<file path="src/rtl/sine_dds_lut.sv">
// sine_dds_lut: phase-accumulator sine source using a midpoint-sampled
// quarter-wave table with quadrant reflection and a two-stage registered output.
module sine_dds_lut #(
    parameter int PHASE_W = 8,
    parameter int LUT_AW  = 3,
    parameter int OUT_W   = 4
) (
    input  logic               CLK,
    input  logic               RST,
    input  logic               EN,
    input  logic               LOAD,
    input  logic [PHASE_W-1:0] FREQ,
    input  logic [PHASE_W-1:0] PHASE_OFS,
    output logic [OUT_W:0]     SINE_OUT,
    output logic               VALID,
    output logic [PHASE_W-1:0] PHASE
);
    localparam int QN = 1 << LUT_AW;
    localparam int TW = LUT_AW + 2;

    if (PHASE_W < LUT_AW + 2) begin : g_bad_pw
        $error("PHASE_W must be at least LUT_AW+2");
    end
    if (LUT_AW < 2 || LUT_AW > 8) begin : g_bad_aw
        $error("LUT_AW must lie in 2..8");
    end

    // Taylor series keeps the table build to plain real arithmetic
    function automatic int q_entry(input int k);
        real x;
        real term;
        real sum;
        x    = (2.0 * real'(k) + 1.0) * 3.14159265358979323846 / real'(4 * QN);
        term = x;
        sum  = x;
        for (int n = 1; n < 12; n++) begin
            term = -term * x * x / real'((2 * n) * (2 * n + 1));
            sum  = sum + term;
        end
        return $rtoi(sum * real'((1 << OUT_W) - 1) + 0.5);
    endfunction

    logic [OUT_W-1:0] qtab [QN];

    for (genvar k = 0; k < QN; k++) begin : g_tab
        localparam int QV = q_entry(k);
        assign qtab[k] = QV[OUT_W-1:0];
    end

    logic [PHASE_W-1:0] acc;
    logic [PHASE_W-1:0] p_next;
    logic [TW-1:0]      p_top;
    logic [TW-1:0]      p1;
    logic               v1;
    logic               v2;
    logic               s2;
    logic [OUT_W-1:0]   m2;
    logic [LUT_AW-1:0]  a;
    logic [LUT_AW-1:0]  idx;

    assign p_next = (LOAD ? '0 : acc) + PHASE_OFS;
    // Only the sign, reflect and address bits travel down the pipe
    assign p_top  = TW'(p_next >> (PHASE_W - TW));
    assign a      = p1[LUT_AW-1:0];
    assign idx    = p1[TW-2] ? ~a : a;
    assign PHASE  = acc;

    always_ff @(posedge CLK) begin
        if (RST) begin
            acc      <= '0;
            p1       <= '0;
            v1       <= 1'b0;
            s2       <= 1'b0;
            m2       <= '0;
            v2       <= 1'b0;
            SINE_OUT <= '0;
            VALID    <= 1'b0;
        end else begin
            if (LOAD) begin
                acc <= EN ? FREQ : '0;
            end else if (EN) begin
                acc <= acc + FREQ;
            end
            v1 <= EN;
            if (EN) begin
                p1 <= p_top;
            end
            v2 <= v1;
            if (v1) begin
                s2 <= p1[TW-1];
                m2 <= qtab[idx];
            end
            VALID <= v2;
            if (v2) begin
                SINE_OUT <= s2 ? -{1'b0, m2} : {1'b0, m2};
            end
        end
    end

endmodule

</file>
<file path="config.mk">
export PLATFORM = sky130hd
export DESIGN_NAME = sine_dds_lut
export DESIGN_NICKNAME = d
export VERILOG_FILES = /design/src/rtl/sine_dds_lut.sv
export SDC_FILE = /design/constraint.sdc
export NUM_CORES = 1
export LEC_CHECK = 0
export BUFFER_PORTS_ARGS = -buffer_cell sky130_fd_sc_hd__buf_2
export CORE_ASPECT_RATIO = 1.5
export CORE_MARGIN = 2
export CORE_UTILIZATION = 55
export DETAILED_ROUTE_END_ITERATION = 16
export HOLD_SLACK_MARGIN = 0.15
export PLACE_DENSITY = 0.86
export SYNTH_ARGS = -nofsm -noshare
export SYNTH_HDL_FRONTEND = slang
export SYNTH_SLANG_ARGS = --single-unit
</file>
<file path="constraint.sdc">
create_clock -name CLK -period 4.8 [get_ports CLK]
set_input_delay 0.48 -clock CLK [delete_from_list [all_inputs] [get_ports CLK]]
set_output_delay 0.48 -clock CLK [all_outputs]
set_load 0.02 [all_outputs]
</file>
==> qor.txt, run 1 <==
Reg clk slew, reported paths: 100 ps
sequential area share after synthesis: 0.322
Top Ports: 34
Final GP Congestion: 0.798
GRT Overall Usage: 0.211
# diodes: 0
run status: complete, no violations
H-tree levels: 1
vias in the first global route: 1,333
nets@finish: 254
Synth Instances: 189
Power Internal: 399 uW
Slew headroom: 0.698
Starting Density: 0.566
input/output buffers: 33
initial antenna violation count: 0
DIE HEIGHT: 70.4 um
Routed WL: 3.21 mm
Yosys cell types: 35
Placed Area: 1800 um2
Synth warnings: 0
HPWL Detailed: 2.47 mm
Req. time, crit path: 5000 ps
TNS Setup: 0 ps
1st-iter DRT viols: 26
endpoint class of the critical path: flop
Avg Inst Size Synth: 8.55 um2
PD cells: 296 nW/um2
Antenna Nets Post-Route: 0
worst-margin pin slew: 453 ps
die area: 3400 um2
DRC violations left: 0
Max Freq: 0.451 GHz
Max Slew Vio Count: 0
non-filler instance count after layout: 256
CTS sink cnt: 26
multi-input logic area: 1030 um2
Die W: 48.3 um
post-cts sizing count: 0
hold crit path type: flop to flop
clock tree buffer depth: 2
Fill cells: 257
register area: 520 um2
worst skew pair latency: 280 ps
post-route worst setup slack: 2580 ps
Vias/cell: 5.45
global-route wire length before repair: 5.31 mm
combinational power share: 0.227
Root Driver: clkbuf_8
Final period util: 0.462
post-CTS setup buffers: 0
Max-Cap Viols: 0
TritonCTS clock tree: done
Leakage: 0.000849 uW
core area: 2850 um2
dpl cells: 252
Period minus WS final: 2220 ps
DR WL/cell: 12.5 um
number of synthesized register bits: 26
First-pass DRT Iterations: 4
cts hold-fix bufs: 0
register share of total power: 0.439
Setup CP Type: primary input to flop
Layout Skew: 5.62 ps
Clock power frac: 0.333
Syn-to-layout area delta: 15.6%
detailed-route via count: 1,395
Hold Vio Cnt, Final: 0
pre-CTS setup slack: 2300 ps
Critical Path Fanout Max: 22
row count: 24
gr ovfl total: 0
final setup vio count: 0
CTS buffer count: 3
peak supply drop: 213 uV
crit path launch type: primary input
RSZ-0062 raised after global routing: no
Worst Path Arrival: 2410 ps
syn nets: 225
Switching Power: 154 uW
post-layout total power: 553 uW
final instance area: 1870 um2
Cell Area, Synth: 1620 um2
switching share of total power: 0.279
layout cells sized above 1: 0.175
pin count of the biggest net entering global routing: 27
==> through the flow <==
stage               hold slack [ps]   util
floorplan                       454      -
global placement                454  0.629
detailed placement              457  0.629
CTS                             474  0.654
global route                    497  0.654
finish                          469  0.654
==> sequential cells by signal, indices dropped and copies added (netlist names) <==
signal,count
SINE_OUT,5
v2,1
v1,1
VALID,1
m2,4
PHASE,8
p1,5
s2,1
==> critical path: stages <==
cell and delay [ps]:
buf_2 310, nor2_1 100, ha_1 280, and4b_1 200
o21a_1 190, o2111ai_2 190, a21boi_1 110, or3_1 310
a311oi_1 240
==> layout make-up <==
| class | count | area share |
|---|---|---|
| clock buffers | 3 | 0.0221 |
| clock inverters | 1 | 0.0161 |
| inverters | 8 | 0.0161 |
| repair buffers | 33 | 0.0885 |
| flip-flops and latches | 26 | 0.279 |
| well taps | 39 | 0.0261 |
| multi-input cells | 146 | 0.552 |
==> synthesized netlist by cell type <==
library cell	n	area, um2
a311oi_1	4	35.0
dfxtp_1	26	521
and2_1	1	6.26
or3_1	2	12.5
nor3_1	1	5.00
o31ai_1	1	7.51
o311a_1	1	10.0
a211oi_1	6	45.0
clkbuf_1	9	33.8
a21o_1	2	15.0
fa_1	1	20.0
nand3b_1	4	30.0
o211ai_1	3	22.5
or4_1	1	7.51
xor2_1	7	61.3
xnor2_1	7	61.3
ha_1	15	188
o2111ai_2	1	15.0
a21boi_1	1	7.51
nor2_1	24	90.1
mux2i_1	8	80.1
a41o_1	1	10.0
nand2_1	11	41.3
a21oi_1	11	55.1
and4b_1	1	10.0
o21a_1	1	7.51
a31oi_1	1	6.26
nand2b_1	8	50.1
o22ai_1	3	18.8
o21ai_0	5	25.0
nand3_1	1	5.00
inv_1	8	30.0
o21ai_1	1	5.00
a221oi_1	1	8.76
nor2b_1	11	68.8
==> kinds of logic after synthesis <==
kind of cell               Yosys count  synth area share
adders and majority gates           16             0.129
muxes                                8            0.0496
buffers and inverters               17            0.0395
and+or+nand+nor                     65             0.202
xor gates and xnor gates            14            0.0759
AOI/OAI and AO/OA                   43             0.182
DFF                                 26             0.322
==> path summary, 6_finish.rpt <==
kind	from	end	slack [ps]	depth (start not counted)
worst max-delay path	LOAD	p1[4]	2580	9
worst min-delay path	SINE_OUT[4]	SINE_OUT[4]	470	2
worst max register to register	PHASE[1]	p1[4]	2660	9
worst min register to register	SINE_OUT[4]	SINE_OUT[4]	470	2
==> metal layers <==
| layer | GRT usage | vias up | wire [um] |
|---|---|---|---|
| met4 | 0.0781 | 0 | 43 |
| met3 | 0.0258 | 4 | 74 |
| li1 | - | 722 | - |
| met1 | 0.219 | 648 | 1280 |
| met5 | 0 | - | 0 |
| met2 | 0.387 | 21 | 1810 |
==> placed cells by master, fill, tap and decap left out, drive strengths merged, types with 8 or more instances in the layout <==
master and count:
buf 33, dfxtp 26, nor2 24, ha 15, nor2b 11, a21oi 11
nand2 11, inv 8, mux2i 8, nand2b 8
==> power by group through the flow <==
stage                     clock, uW  sequential, uW  combinational (uW)
final                           184             243                 126
after global routing            194             245                 141
after CTS                       188             243                 127
after detailed placement          0             248                 126
after global placement            0             248                 122
after floorplan                   0             252                88.1
Note: power is estimated with default switching activity, not from simulation.
==> run 2: changes to the inputs <==
- ABC_AREA: unset -> 1
- clock period: 4.8 -> 2.22 ns (I/O delays scaled with it)
==> qor.txt, run 2 <==
run status: complete, no violations
Max Slew Vio Count: 0 (unchanged)
PD cells: 620 nW/um2 (+110%)
Starting Density: 0.585 (+0.0184)
GRT Overall Usage: 0.234 (+0.0236)
detailed-route via count: 1,743 (+25%)
pin count of the biggest net entering global routing: 18 (-33%)
Max-Cap Viols: 0 (unchanged)
top cells by count, synth: nand2_1, nor2_1, inv_1
Die W: 49.7 um (+2.9%)
Top Ports: 34 (unchanged)
Worst Path Arrival: 1860 ps (-550 ps)
hold crit path type: primary input to flop
layout cells sized above 1: 0.138 (-0.0367)
endpoint class of the critical path: flop
core area: 2940 um2 (+3.2%)
commonest non-fill, non-tap cells in the layout: nand2_1, nor2_1, inv_1
Final period util: 0.765
Synth area leader: dfxtp_1
Syn-to-layout area delta: 14.7%
Synth Instances: 258 (+37%)
dpl cells: 324 (+29%)
ranking of synthesized cells by area: dfxtp_1, ha_1, nand2_1
most frequent cell after synthesis: nand2_1
global-route wire length before repair: 6.56 mm (+23%)
most common library cell in the layout ignoring fill and taps: nand2_1
CTS sink cnt: 26 (unchanged)
Vias/cell: 5.31 (-2.5%)
Synth warnings: 0 (unchanged)
GR Layer Usage met3: 0.0185 (-0.00732)
Yosys cell types: 24 (-31%)
post-CTS setup buffers: 0 (unchanged)
worst-margin pin slew: 644 ps (+191 ps)
syn nets: 294 (+31%)
die area: 3600 um2 (+6.0%)
Avg Inst Size Synth: 6.67 um2 (-22%)
Period minus WS final: 1700 ps
Reg clk slew, reported paths: 100 ps (about the same)
hold depth: 3 (+1)
Leakage: 0.00103 uW (+22%)
clock tree buffer depth: 2 (unchanged)
Final GP Congestion: 0.810 (+1.5%)
CTS buffer count: 3 (unchanged)
register area: 520 um2 (unchanged)
sequential area share after synthesis: 0.303 (-0.0197)
post-cts sizing count: 0 (unchanged)
most common flop cell mapped by yosys: dfxtp_1
post-synth top area share: 0.303 (-0.0197)
Routed WL: 3.99 mm (+25%)
vias in the first global route: 1,673 (+26%)
DRC violations left: 0 (unchanged)
TNS Setup: 0 ps (unchanged)
gr ovfl total: 0 (unchanged)
Fill cells: 298 (+16%)
Hold Vio Cnt, Final: 0 (unchanged)
Max Freq: 0.589 GHz
1st-iter DRT viols: 26 (unchanged)
row count: 24 (unchanged)
worst skew pair latency: 280 ps (about the same)
crit path launch type: flop
input/output buffers: 33 (unchanged)
cts hold-fix bufs: 0 (unchanged)
grt met1 use: 0.212 (-0.00669)
peak supply drop: 419 uV (+96%)
non-filler instance count after layout: 328 (+28%)
Cell Area, Synth: 1720 um2 (+6.5%)
Antenna Nets Post-Route: 0 (unchanged)
H-tree levels: 1 (unchanged)
busiest layer in global routing: met2
Critical Path Fanout Max: 4 (-82%)
r2r worst-path depth: 8 (-1)
Slew headroom: 0.569 (-0.129)
# diodes: 0 (unchanged)
EDFF count, synth: 0 (unchanged)
Setup CP Type: flop to flop
RSZ-0062 raised after global routing: no
HPWL Detailed: 3.09 mm (+25%)
Root Driver: clkbuf_8
Layout Skew: 3.29 ps (-2.33 ps)
number of synthesized register bits: 26 (unchanged)
initial antenna violation count: 0 (unchanged)
Req. time, crit path: 2380 ps (-2620 ps)
max reg flops: 8 (unchanged)
ys async rst share: 0 (unchanged)
TritonCTS clock tree: done
DIE HEIGHT: 72.5 um (+3.0%)
DR WL/cell: 12.2 um (-2.8%)
nets@finish: 326 (+28%)
met2 GRT Util: 0.483 (+0.0955)
multi-input logic area: 1020 um2 (-0.61%)
First-pass DRT Iterations: 4 (unchanged)
final setup vio count: 0 (unchanged)
[run 2: changes by cell type after synthesis, moves of 6 or more]
cell,change
nand2_1,+38
inv_1,+27
nor2_1,+19
a21oi_1,+17
nand3_1,+13
o21ai_0,+12
nor2b_1,-11
mux2i_1,-8
nand2b_1,-8
a211oi_1,-6
clkbuf_1,-6
[run 2: critical path, stage by stage (launching register included)]
cell     delay, ps
dfxtp_1        400
ha_1           190
inv_1           60
fa_1           420
nor2_1         130
nor2_1          60
xnor2_1        110
o21ai_0        140
a21oi_1         80
[run 2: logic make-up after synthesis]
group	count (synthesis)	share of synthesized area
compound gates	52	0.163
xor+xnor	12	0.0611
fa+ha+maj	16	0.121
buf+inv	44	0.102
flops	26	0.303
simple gates	108	0.251
[run 2: layout make-up]
class | instances | area share
clock buffer | 3 | 0.0209
timing repair buffer | 33 | 0.0837
inverter | 38 | 0.0723
multi-input combinational | 188 | 0.519
sequential | 26 | 0.264
clock inverter | 1 | 0.0152
tap | 39 | 0.0247
[run 2: report_power, final]
part           internal [uW]  switching (uW)  leakage (uW)
Sequential               498            26.6      0.000214
Clock                    242             161     0.0000357
Combinational            115             182      0.000784
[run 2: worst paths after layout]
kind / from / to / slack, ps
setup reg to reg: PHASE[0] / PHASE[4] / 520
hold reg to reg: m2[1] / SINE_OUT[1] / 480
hold / removal: FREQ[0] / PHASE[0] / 250
setup / recovery: PHASE[0] / PHASE[4] / 520
[run 2: routing by layer]
metal | wire (um) | vias up
met5 | 0 | -
met4 | 150 | 0
met3 | 132 | 15
met2 | 2220 | 52
met1 | 1490 | 786
li1 | - | 890
[run 2: through the flow]
step | instance area (um2) | util | hold slack (ps) | setup WS, ps | power (uW)
floorplan | 1720 | - | 410 | 493 | 748
global placement | 1900 | 0.646 | 445 | 601 | 818
detailed placement | 1900 | 0.646 | 464 | 539 | 829
CTS | 1970 | 0.670 | 252 | 524 | 1230
global route | 1970 | 0.670 | 275 | 361 | 1280
finish | 1970 | 0.670 | 253 | 522 | 1220
==> run 3: changes to the inputs <==
- ABC_AREA: 1 -> 0
- CORE_UTILIZATION: 55 -> 54
- PLACE_DENSITY: 0.86 -> 0.85
- clock period: 2.22 -> 1.6 ns (I/O delays scaled with it)
==> qor.txt, run 3 (same netlist as run 1, synthesis figures left out) <==
HPWL Detailed: 2.93 mm (-5.2%)
FF-to-FF setup slack: -510 ps (-1030 ps)
Final period util: 1.32 (+0.556)
Levels on crit path: 9 (+1)
CTS buffer count: 3 (unchanged)
TNS Setup: -3080 ps (-3080 ps)
TritonCTS clock tree: done
Max Slew Vio Count: 0 (unchanged)
crit path launch type: flop
peak supply drop: 648 uV (+55%)
non-filler instance count after layout: 292 (-11%)
pin count of the biggest net entering global routing: 27 (+9)
Antenna Nets Post-Route: 0 (unchanged)
most common library cell in the layout ignoring fill and taps: buf_4
CP cell instances: inv_4 > nor2_4 > ha_4 > and4b_1 > o21a_1 > o2111ai_2 > a21boi_2 > or3_1 > a311oi_1
post-route worst setup slack: -513 ps (-1030 ps)
combinational power share: 0.306 (+0.064)
First-pass DRT Iterations: 4 (unchanged)
final setup vio count: 12 (+12)
initial antenna violation count: 0 (unchanged)
hold crit path type: primary input to flop
Setup CP Type: flop to flop
Vias/cell: 5.67 (+6.8%)
dpl cells: 281 (-13%)
Syn-to-layout area delta: 43.4%
worst-margin pin slew: 505 ps (-140 ps)
register share of total power: 0.398 (-0.031)
Power Internal: 1310 uW (+53%)
end point of the critical path: p1[4]
post-layout total power: 1840 uW (+51%)
crit path from: PHASE[1]
Buf/Inv on CP: 1 (unchanged)
Die W: 48.7 um (-2.0%)
# diodes: 0 (unchanged)
Max Freq: 0.473 GHz (-20%)
vias in the first global route: 1,669 (-0.24%)
worst reg2reg startpoint: PHASE[1]
Root Driver: clkbuf_8
Slew headroom: 0.664 (+0.0947)
Req. time, crit path: 1800 ps (-580 ps)
detailed-route via count: 1,657 (-4.9%)
Worst Path Arrival: 2310 ps (+450 ps)
Reg clk slew, reported paths: 90 ps (about the same)
Routed WL: 4.74 mm (+19%)
Critical Path Fanout Max: 3 (-1)
Max-Cap Viols: 0 (unchanged)
die area: 3450 um2 (-4.1%)
Fill cells: 187 (-37%)
core area: 2880 um2 (-2.0%)
post-layout util: 0.803 (+0.133)
Starting Density: 0.560 (-0.0243)
Final GP Congestion: 0.767 (-5.2%)
Hold Vio Cnt, Final: 0 (unchanged)
row count: 24 (unchanged)
worst hold slack: 228 ps (-25.3 ps)
cts hold-fix bufs: 0 (unchanged)
worst skew pair latency: 280 ps (about the same)
Layout Skew: 9.33 ps (+6.04 ps)
H-tree levels: 1 (unchanged)
CTS sink cnt: 26 (unchanged)
run status: finished, violations left
Top Ports: 34 (unchanged)
PD cells: 796 nW/um2 (+28%)
peak per-stage delay on the critical path: 370 ps (-50 ps)
max reg flops: 8 (unchanged)
input/output buffers: 33 (unchanged)
global-route wire length before repair: 7.09 mm (+8.2%)
nets@finish: 290 (-11%)
commonest non-fill, non-tap cells in the layout: buf_4, buf_2, nor2_1
1st-iter DRT viols: 41 (+58%)
layout cells sized above 1: 0.403 (+0.265)
failing checks: setup timing
DR WL/cell: 16.2 um (+33%)
switching share of total power: 0.292 (-0.00941)
DIE HEIGHT: 71.0 um (-2.1%)
clock tree buffer depth: 2 (unchanged)
Top Family by Delay on Critical Path: compound AO/OA/AOI/OAI gates
RR Endpoint: p1[4]
r2r worst-path depth: 9 (+1)
Leakage: 0.00105 uW (+1.8%)
DRC violations left: 0 (unchanged)
slowest stage cell, crit path: dfxtp_4
Period minus WS final: 2110 ps (+415 ps)
GRT Overall Usage: 0.263 (+0.0285)
gr ovfl total: 0 (unchanged)
endpoint class of the critical path: flop
Clock power frac: 0.296 (-0.033)
Switching Power: 539 uW (+46%)
RSZ-0062 raised after global routing: yes
run 3: changes by cell type in the layout (fill, tap and decap cells not counted), sizes merged, moves of 14 or more:
cell	before	now
a21oi	28	11
buf	33	69
inv	36	8
nand2	49	11
nand3	15	1
nor2	43	24
run 3: area by class of cell:
cell class | instances | area (um2) | share of cell area
multi-input cells | 146 | 1190 | 0.513
flip-flops and latches | 26 | 532 | 0.230
repair buffers | 69 | 443 | 0.191
well taps | 39 | 48.8 | 0.0211
clock buffers | 3 | 41.3 | 0.0178
inverters | 8 | 32.5 | 0.0140
clock inverters | 1 | 30.0 | 0.0130
run 3: what timing repair did:
item | CTS | global route
pin swaps | 15 | 19
setup buffers | 2 | 6
endpoints found under the setup margin | 11 | 12
endpoints found under the hold margin | 0 | 0
resized for setup | 15 | 12
run 3: worst min-delay path: stages:
cell and delay, ps:
buf_2 80, xnor2_1 70, o21ai_0 70, a311oi_1 80
run 3: metrics by stage:
step	setup slack [ps]	area, um2
after floorplan	-407	1710
after global placement	-404	2070
after detailed placement	-462	2070
after CTS	-447	2220
after global routing	-558	2320
final	-513	2320
run 3: layer usage:
| metal | part of all wire | track usage | wire (um) |
|---|---|---|---|
| met3 | 0.033 | 0.0338 | 157 |
| met5 | 0 | 0 | 0 |
| met2 | 0.56 | 0.524 | 2660 |
| met1 | 0.37 | 0.251 | 1750 |
| met4 | 0.035 | 0.146 | 166 |
run 3: power by group through the flow:
stage	combinational, uW	sequential [uW]	clock (uW)
2_1_floorplan	284	761	0
3_3_place_gp	455	746	0
5_1_grt	613	740	566
4_1_cts	498	735	555
3_5_place_dp	469	749	0
6_report	565	734	546
run 3: how the worst min path moves through the flow:
stage            startpoint           to  cells past startpoint  slack [ps]
6_report       PHASE_OFS[7]        p1[4]                      4         230
3_3_place_gp    SINE_OUT[4]  SINE_OUT[4]                      2         450
4_1_cts        PHASE_OFS[7]        p1[4]                      4         220
3_5_place_dp    SINE_OUT[4]  SINE_OUT[4]                      2         460
5_1_grt        PHASE_OFS[7]        p1[4]                      4         250
2_1_floorplan       FREQ[2]     PHASE[2]                      2         320
